**src/rtl/vrp_arb_obuf.sv**
```systemverilog
// Output buffer behind the vrp round-robin arbiter: captures {winner idx, winner payload} into a small FIFO.
// Optional per-source push counters are enabled with VRP_ARB_OBUF_PERF_EN.
module vrp_arb_obuf #(
  parameter int unsigned BIN_WIDTH  = 4,
  parameter int unsigned DATA_WIDTH = 32,
  parameter int unsigned DEPTH      = 2,
  localparam int unsigned OH_WIDTH  = 1 << BIN_WIDTH,
  localparam int unsigned CNT_W     = $clog2(DEPTH + 1)
) (
  input  logic                           clk,
  input  logic                           rst_n,
  input  logic                           flush,
  input  logic                           in_vld,
  output logic                           in_rdy,
  input  logic [BIN_WIDTH-1:0]           in_idx,
  input  logic [OH_WIDTH*DATA_WIDTH-1:0] in_data,
  output logic                           out_vld,
  input  logic                           out_rdy,
  output logic [BIN_WIDTH-1:0]           out_idx,
  output logic [DATA_WIDTH-1:0]          out_data,
  output logic [CNT_W-1:0]               occ
`ifdef VRP_ARB_OBUF_PERF_EN
  ,
  input  logic                           perf_clr,
  input  logic [BIN_WIDTH-1:0]           perf_sel,
  output logic [15:0]                    perf_cnt
`endif
);

  localparam int unsigned PTR_W = (DEPTH > 1) ? $clog2(DEPTH) : 1;

  logic [BIN_WIDTH-1:0]  idx_mem  [DEPTH];
  logic [DATA_WIDTH-1:0] data_mem [DEPTH];
  logic [DATA_WIDTH-1:0] slices   [OH_WIDTH];

  logic [PTR_W-1:0]      wr_ptr, rd_ptr, wr_ptr_nxt, rd_ptr_nxt;
  logic [CNT_W-1:0]      occ_nxt;
  logic [BIN_WIDTH-1:0]  idx_nxt;
  logic [DATA_WIDTH-1:0] data_nxt;
  logic [DATA_WIDTH-1:0] sel_data;
  logic                  push, pop, wr_en, rd_en;
  logic                  in_rdy_nxt, out_vld_nxt;

  // Unpack the flattened payload bus so only the winner's slice is selected.
  for (genvar k = 0; k < OH_WIDTH; k++) begin : g_slice
    assign slices[k] = in_data[k*DATA_WIDTH +: DATA_WIDTH];
  end
  assign sel_data = slices[in_idx];

  assign push  = in_vld && in_rdy;
  assign pop   = out_vld && out_rdy;
  assign wr_en = push && !flush;
  assign rd_en = pop && !flush;

  // Next pointers/occupancy and next head; the head register is loaded from
  // the incoming entry when it is written straight into the next head slot.
  always_comb begin
    wr_ptr_nxt = wr_ptr;
    rd_ptr_nxt = rd_ptr;
    occ_nxt    = occ;
    idx_nxt    = out_idx;
    data_nxt   = out_data;
    if (flush) begin
      wr_ptr_nxt = '0;
      rd_ptr_nxt = '0;
      occ_nxt    = '0;
    end else begin
      if (wr_en) wr_ptr_nxt = wr_ptr + PTR_W'(1);
      if (rd_en) rd_ptr_nxt = rd_ptr + PTR_W'(1);
      if (wr_en && !rd_en)      occ_nxt = occ + CNT_W'(1);
      else if (rd_en && !wr_en) occ_nxt = occ - CNT_W'(1);
      if (occ_nxt != '0) begin
        if (wr_en && (wr_ptr == rd_ptr_nxt)) begin
          idx_nxt  = in_idx;
          data_nxt = sel_data;
        end else begin
          idx_nxt  = idx_mem[rd_ptr_nxt];
          data_nxt = data_mem[rd_ptr_nxt];
        end
      end
    end
    in_rdy_nxt  = (occ_nxt != CNT_W'(DEPTH));
    out_vld_nxt = (occ_nxt != '0);
  end

  // Pointers, occupancy and registered head/handshake outputs.
  always_ff @(posedge clk or negedge rst_n) begin
    if (!rst_n) begin
      wr_ptr   <= '0;
      rd_ptr   <= '0;
      occ      <= '0;
      in_rdy   <= 1'b1;
      out_vld  <= 1'b0;
      out_idx  <= '0;
      out_data <= '0;
    end else begin
      wr_ptr   <= wr_ptr_nxt;
      rd_ptr   <= rd_ptr_nxt;
      occ      <= occ_nxt;
      in_rdy   <= in_rdy_nxt;
      out_vld  <= out_vld_nxt;
      out_idx  <= idx_nxt;
      out_data <= data_nxt;
    end
  end

  // Entry storage; cleared only by reset.
  always_ff @(posedge clk or negedge rst_n) begin
    if (!rst_n) begin
      for (int i = 0; i < DEPTH; i++) begin
        idx_mem[i]  <= '0;
        data_mem[i] <= '0;
      end
    end else if (wr_en) begin
      idx_mem[wr_ptr]  <= in_idx;
      data_mem[wr_ptr] <= sel_data;
    end
  end

`ifdef VRP_ARB_OBUF_PERF_EN
  logic [15:0] perf_ctr [OH_WIDTH];

  // Per-source saturating accepted-push counters.
  always_ff @(posedge clk or negedge rst_n) begin
    if (!rst_n) begin
      for (int i = 0; i < OH_WIDTH; i++) perf_ctr[i] <= '0;
    end else if (perf_clr) begin
      for (int i = 0; i < OH_WIDTH; i++) perf_ctr[i] <= '0;
    end else if (wr_en && (perf_ctr[in_idx] != 16'hFFFF)) begin
      perf_ctr[in_idx] <= perf_ctr[in_idx] + 16'd1;
    end
  end

  assign perf_cnt = perf_ctr[perf_sel];
`endif

`ifndef SYNTHESIS
  logic                  stall_q;
  logic [BIN_WIDTH-1:0]  idx_q;
  logic [DATA_WIDTH-1:0] data_q;

  always_ff @(posedge clk or negedge rst_n) begin
    if (!rst_n) begin
      stall_q <= 1'b0;
      idx_q   <= '0;
      data_q  <= '0;
    end else begin
      stall_q <= out_vld && !out_rdy;
      idx_q   <= out_idx;
      data_q  <= out_data;
    end
  end

  always @(posedge clk) begin
    if (rst_n) begin
      a_push_full: assert (!push || (occ != CNT_W'(DEPTH)));
      a_occ_max:   assert (occ <= CNT_W'(DEPTH));
      a_stall:     assert (!stall_q || ((out_idx == idx_q) && (out_data == data_q)));
    end
  end
`endif

endmodule
```
**config.mk**
```make
export PLATFORM = sky130hd
export DESIGN_NAME = vrp_arb_obuf
export DESIGN_NICKNAME = d
export VERILOG_FILES = /design/src/rtl/vrp_arb_obuf.sv
export SDC_FILE = /design/constraint.sdc
export NUM_CORES = 1
export LEC_CHECK = 0
export CORE_AREA = 10 10 209 211
export DETAILED_ROUTE_END_ITERATION = 10
export DIE_AREA = 0 0 219 221
export PLACE_DENSITY = 0.58
export SLEW_MARGIN = 30
export SYNTH_ARGS = -nofsm -noshare
export SYNTH_HDL_FRONTEND = slang
export SYNTH_SLANG_ARGS = --single-unit
```
**constraint.sdc**
```tcl
create_clock -name clk -period 2.1 [get_ports clk]
set_clock_uncertainty 0.05 [all_clocks]
set_input_delay 0.42 -clock clk [delete_from_list [all_inputs] [get_ports clk]]
set_output_delay 0.42 -clock clk [all_outputs]
set_load 0.01 [all_outputs]
```
**After elaboration in Yosys (flattened, before gate mapping)**

Index checks and enable logic that the tools add are counted.

- Flip-flop bits (word level): 114
- Bits in latches: 0
- Bits in writable memories: 0
- ROM bits: 0
- Bits of input ports: 521
- Output and inout bits: 40
- Memories kept: 0

- Add/sub/neg operators: 4
- Multipliers: 0
- Div/mod/pow operators: 0
- Order comparisons: 4
- Eq/ne operators: 2
- Shift operators: 0
- Multiplexer cells: 26
- Bitwise gates (word level): 4
- Reductions and logical operators: 15

Operators by type and width:

| operator | number |
|---|---|
| $mux 32 | 7 |
| $bmux 32 s4 | 1 |
| $bwmux 64 | 1 |
| $demux 32 s1 | 1 |
| $mux 4 | 5 |
| $bwmux 8 | 1 |
| $logic_and 1x1->1 | 8 |
| $mux 2 | 4 |
| $reduce_bool 2->1 | 3 |
| $ge 5x5->1 const B | 1 |
| $mux 1 | 5 |
| $not 4->5 | 1 |
| $demux 4 s1 | 1 |
| $ge 2x2->1 const B | 2 |
| $not 1->2 | 2 |
| $logic_not 1->1 | 3 |
| $add 1x1->1 const B | 2 |
| $add 2x1->2 const B | 1 |
| $lt 2x1->1 const B | 1 |
| $ne 2x2->1 const B | 1 |
| $reduce_and 2->1 | 1 |
| $sub 2x1->2 const B | 1 |
| $eq 1x1->1 | 1 |
| $not 1->1 | 1 |

**Logic depth before layout (Yosys ltp)**

- Depth in word-level cells: 9
- Gate-level depth with buffers: 8
- Depth with buffers taken out: 5

**Worst setup path after synthesis**

No wires, ideal clock.

- Kind: input to register
- From: input port in_idx[2]
- To: register out_data[10]
- Data arrival time: 1.970 ns
- Data required time: 1.929 ns
- Setup slack: -0.041 ns
- Stages on the path: 8
- Path buffers: 3
- Path through: clkbuf_1 buf_2 buf_1 mux4_2 a22o_1 nor2_2 nand2_1 a22o_1

- Longest elaborated chain between the ends: 5

RTL lines:

| element | RTL line | text |
|---|---|---|
| start: declaration | 15 | `input logic [BIN_WIDTH-1:0] in_idx,` |
| $not 4->5 (implied by the code) | 48 | `assign sel_data = slices[in_idx];` |
| $bmux 32 s4 | 48 |  |
| $mux 32 (implied by the code) (2 in series) | 48 |  |
| $mux 32 | 73 | `if (wr_en && (wr_ptr == rd_ptr_nxt)) begin` |
| end signal: assignment | 103 | `out_data <= data_nxt;` |
| end: declaration | 20 | `output logic [DATA_WIDTH-1:0] out_data,` |

No other way between the ends. The select of a mux whose other input is x is not followed.
A chain may end at the register's enable or synchronous reset.

**Final worst setup path**

- From: register in_rdy
- To: register out_data[19]

- Longest elaborated chain between the ends: 9
- Elaborated cells between the ends (all ways): 12
- Classes of those cells: 4 x mux; 8 x reduce/logical

RTL lines:

| element | RTL line | text |
|---|---|---|
| start: declaration | 14 | `output logic in_rdy,` |
| start signal: assignment | 100 | `in_rdy <= in_rdy_nxt;` |
| $logic_and 1x1->1 (*) | 50 | `assign push = in_vld && in_rdy;` |
| $logic_and 1x1->1 (*) | 52 | `assign wr_en = push && !flush;` |
| $logic_not 1->1 | 71 | `else if (rd_en && !wr_en) occ_nxt = occ - CNT_W'(1);` |
| $logic_and 1x1->1 | 71 |  |
| $mux 2 | 71 |  |
| $mux 2 | 70 | `if (wr_en && !rd_en) occ_nxt = occ + CNT_W'(1);` |
| $mux 2 | 63 | `if (flush) begin` |
| $reduce_bool 2->1 | 72 | `if (occ_nxt != '0) begin` |
| $reduce_and 2->1 (no line) | -- |  |

Every way passes the cells marked *; elsewhere a longest branch is shown, timed or not. The select of a mux whose other input is x is not followed.

==> impl_metrics.csv <==
group,metric,value,unit
setup_path,reg2reg_from,"in_rdy$_DFF_PN1_",
run_status,outcome,"finished, final reports clean",
yosys,syn_area,0.00875,mm2
setup_path,worstSetupPathType,"reg2reg",
power,power.density,775,mW/mm2
clock_tree,cts.sinks,114,
timing,setup_violations,0,
clock_tree,clk_latency,0.41,ns
setup_path,critPathTopFamily,"simple AND/OR/NAND/NOR gates",
yosys,yosysWarnings,0,
routing,first_pass_iters,6,
floorplan,rows,73,
routing,drc,0,
yosys,syn_inst,730,
routing,wl_per_cell,32.1,um
place,place_congestion,0.951,
power,seq_power_share,0.299,
setup_path,cp.arrival,2.33,ns
timing,worst_pin_slew,0.974,ns
floorplan,io-pin-count,561,
power,power_frac_comb,0.450,
setup_path,cp_slowest_cell,"dfstp_2",
setup_path,crit_path_cell_trace,"nand2_1 > or3_2 > mux2_2 > buf_12 > a21oi_1 > a22o_1",
timing,fin_crit_sh,0.965,
place,io_buffers,560,
timing,slew_headroom,0.350,
grt,antenna_found_initial,32,
power,peakVddDrop,0.000457,V
routing,route.final.wire_length,60.1,mm
grt,grt.overflow.total,0,
floorplan,die_w,219,um
routing,antenna_left,0,
timing,min_period,2.03,ns
floorplan,core_area,0.0395,mm2
setup_path,cp-start-kind,"flip-flop",
timing,fmaxAchievable,0.493,GHz
yosys,yosysTopAreaCell,"mux4_2",
finish,utilization,0.416,
yosys,synthDistinctLibCells,32,
setup_path,rrSetupSlack,0.07,ns
grt,gr-usage-all-layers,0.243,
clock_tree,ctsHtreeMaxLevel,4,
routing,drt_iter0_markers,672,
grt,grt_pass1_vias,9932,
finish,final_net_count,1847,
setup_path,crit_path_end_kind,"flip-flop",
power,p_sw_frac,0.325,
grt,grt_max_degree,45,
clock_tree,cts_buffers,17,
timing,maxSlewViolCount,0,
routing,route.vias.total,9327,
setup_path,critical_path.max_fanout,30,
place,dpl_cell_area,0.0157,mm2
routing,vias_per_cell,4.98,
worst_hold_path,hold_class,"reg2reg",
grt,grt_pass1_wl,82.5,mm
floorplan,die_y,221,um
timing,rsz0062_at_grt,"no",
yosys,synth_top_area_frac,0.330,
yosys,ys_ff_latch,114,
power,p_int,8.58,mW
finish,area_growth,87.6,%
clock_tree,clk_transition_reported_paths,0.06,ns
timing,tns,0,ns
yosys,ys_seq_area_frac,0.326,
setup_path,required,2.40,ns
finish,fin_area,0.0164,mm2
power,p_sw,4.13,mW
setup_path,reg2reg_to,"out_data[19]$_DFFE_PN0P_",
clock_tree,cts_tree,"yes",
worst_hold_path,min_from,"data_mem[54]$_DFFE_PN0P_",
setup_path,cpPeakStageDelay,0.53,ns
yosys,syn-num-nets,1251,
run,maxCapViolations,0,
finish,drive_gt1_frac,0.230,
place,dpl.hpwl,52.5,mm
yosys,synth_area_leaders,"mux4_2, dfrtp_1, a22o_1, nand2_1, mux2i_1",
power,clkPwrFrac,0.252,
clock_tree,clockBufferDepth,2,
floorplan,start_util,0.222,
timing,worst_hold_slack,0.424,ns
setup_path,worst_r2r_path_depth,6,
worst_hold_path,hold_depth,2,
worst_hold_path,hold_end,"data_mem[54]$_DFFE_PN0P_",
floorplan,die-area,0.0484,mm2
timing,hold_viol_final,0,
clock_tree,root_buffer,"clkbuf_16",
power,p_leak,6.52,nW
yosys,syn_avg_cell_area,12.0,um2
setup_path,critical_path_buf_inv_count,1,
## placed cells by master (no fill, tap or decap), types with 5 or more instances in the layout
cell / n
nand2_1: 102
buf_12: 24
mux2i_1: 33
diode_2: 10
mux2_2: 9
o21ai_0: 23
clkbuf_16: 18
nor2_2: 32
mux4_2: 128
buf_4: 69
clkdlybuf4s50_1: 554
a21oi_1: 34
bufinv_16: 5
a22o_1: 96
o21ai_1: 41
nor2_1: 8
dfrtp_1: 113
## cells by family after synthesis
group	count (synthesis)	synth area share
flip-flops	114	0.326
AO/OA/AOI/OAI	206	0.163
AND/OR/NAND/NOR	154	0.0788
buffers and inverters	79	0.0455
multiplexers	171	0.380
XOR/XNOR	6	0.00601
## final cells by class
cell class	instances	area, um2
Inverter	1	3.75
Sequential cell	114	2850
Multi-Input combinational cell	537	5560
Antenna cell	10	25.0
Clock inverter	15	233
Timing Repair Buffer	655	6650
Tap cell	525	657
Fill cell	3773	23000
Clock buffer	17	425
## cells in the mapped netlist (all sizes together)
cell and number:
a221oi 1, mux4 128, nor2b 6, a22o 96, o31ai 5, dfrtp 113, or3 1, nand2 102
dfstp 1, and2 1, inv 1, buf 36, xor2 5, xnor2 1, nand3b 1, nand4b 1
a211oi 4, a21boi 1, and3 1, nor2 41, a21oi 34, mux2i 34, mux2 9, clkbuf 42
o21ai 65
## repair_timing
action / in CTS / in global routing
resized for setup: 0 / 5
hold buffers: 1 / 0
endpoints found under the setup margin: 0 / 22
setup buffers: 0 / 2
hold endpoints to repair: 31 / 0
## registers in the layout, indices dropped and copies added (netlist names)
| register | cells |
|---|---|
| data_mem | 64 |
| out_data | 32 |
| idx_mem | 8 |
| out_idx | 4 |
| occ | 2 |
| in_rdy | 1 |
| out_vld | 1 |
| rd_ptr | 1 |
| wr_ptr | 1 |
## tightest hold or removal path, delay by kind of cell (launching register included)
kind,cells,cell delay [ns]
and+or+nand+nor,1,0.04
AOI/OAI and AO/OA,1,0.06
DFF,1,0.34
## per-stage QoR
stage / std cells / power [mW] / worst slack, ns
2_1_floorplan: 730 / 6.43 / 0.0249
6_report: 1874 / 12.7 / 0.0735
3_3_place_gp: 1828 / 9.44 / -0.436
5_1_grt: 1869 / 13.5 / 0.0135
4_1_cts: 1861 / 12.8 / 0.0209
3_5_place_dp: 1828 / 9.54 / -0.415
## layer usage
layer / share of wire / GRT usage / up-vias / wire length [um]
met5: 0.0036 / 0 / - / 216
li1: - / - / 4107 / -
met3: 0.072 / 0.0709 / 58 / 4340
met4: 0.0065 / 0.0412 / 30 / 390
met1: 0.43 / 0.313 / 4748 / 25600
met2: 0.49 / 0.397 / 384 / 29600
## worst max-delay path by stage
stage / slack (ns) / startpoint / endpoint / cells after the start
after floorplan: 0.02 / in_idx[0] / out_data[0]$_DFFE_PN0P_ / 7
after global placement: -0.44 / in_idx[3] / data_mem[0]$_DFFE_PN0P_ / 7
after detailed placement: -0.41 / in_idx[3] / data_mem[7]$_DFFE_PN0P_ / 7
after CTS: 0.02 / in_rdy$_DFF_PN1_ / in_rdy / 2
after global routing: 0.01 / in_rdy$_DFF_PN1_ / out_data[25]$_DFFE_PN0P_ / 6
final: 0.07 / in_rdy$_DFF_PN1_ / out_data[19]$_DFFE_PN0P_ / 6
## power by group through the flow
stage | logic, mW | clock network, mW | registers [mW]
2_1_floorplan | 2.63 | 0 | 3.80
3_3_place_gp | 5.65 | 0 | 3.79
3_5_place_dp | 5.71 | 0 | 3.83
4_1_cts | 5.74 | 3.25 | 3.80
5_1_grt | 6.18 | 3.35 | 3.93
6_report | 5.72 | 3.20 | 3.79
Power figures use the tool's default switching activity.
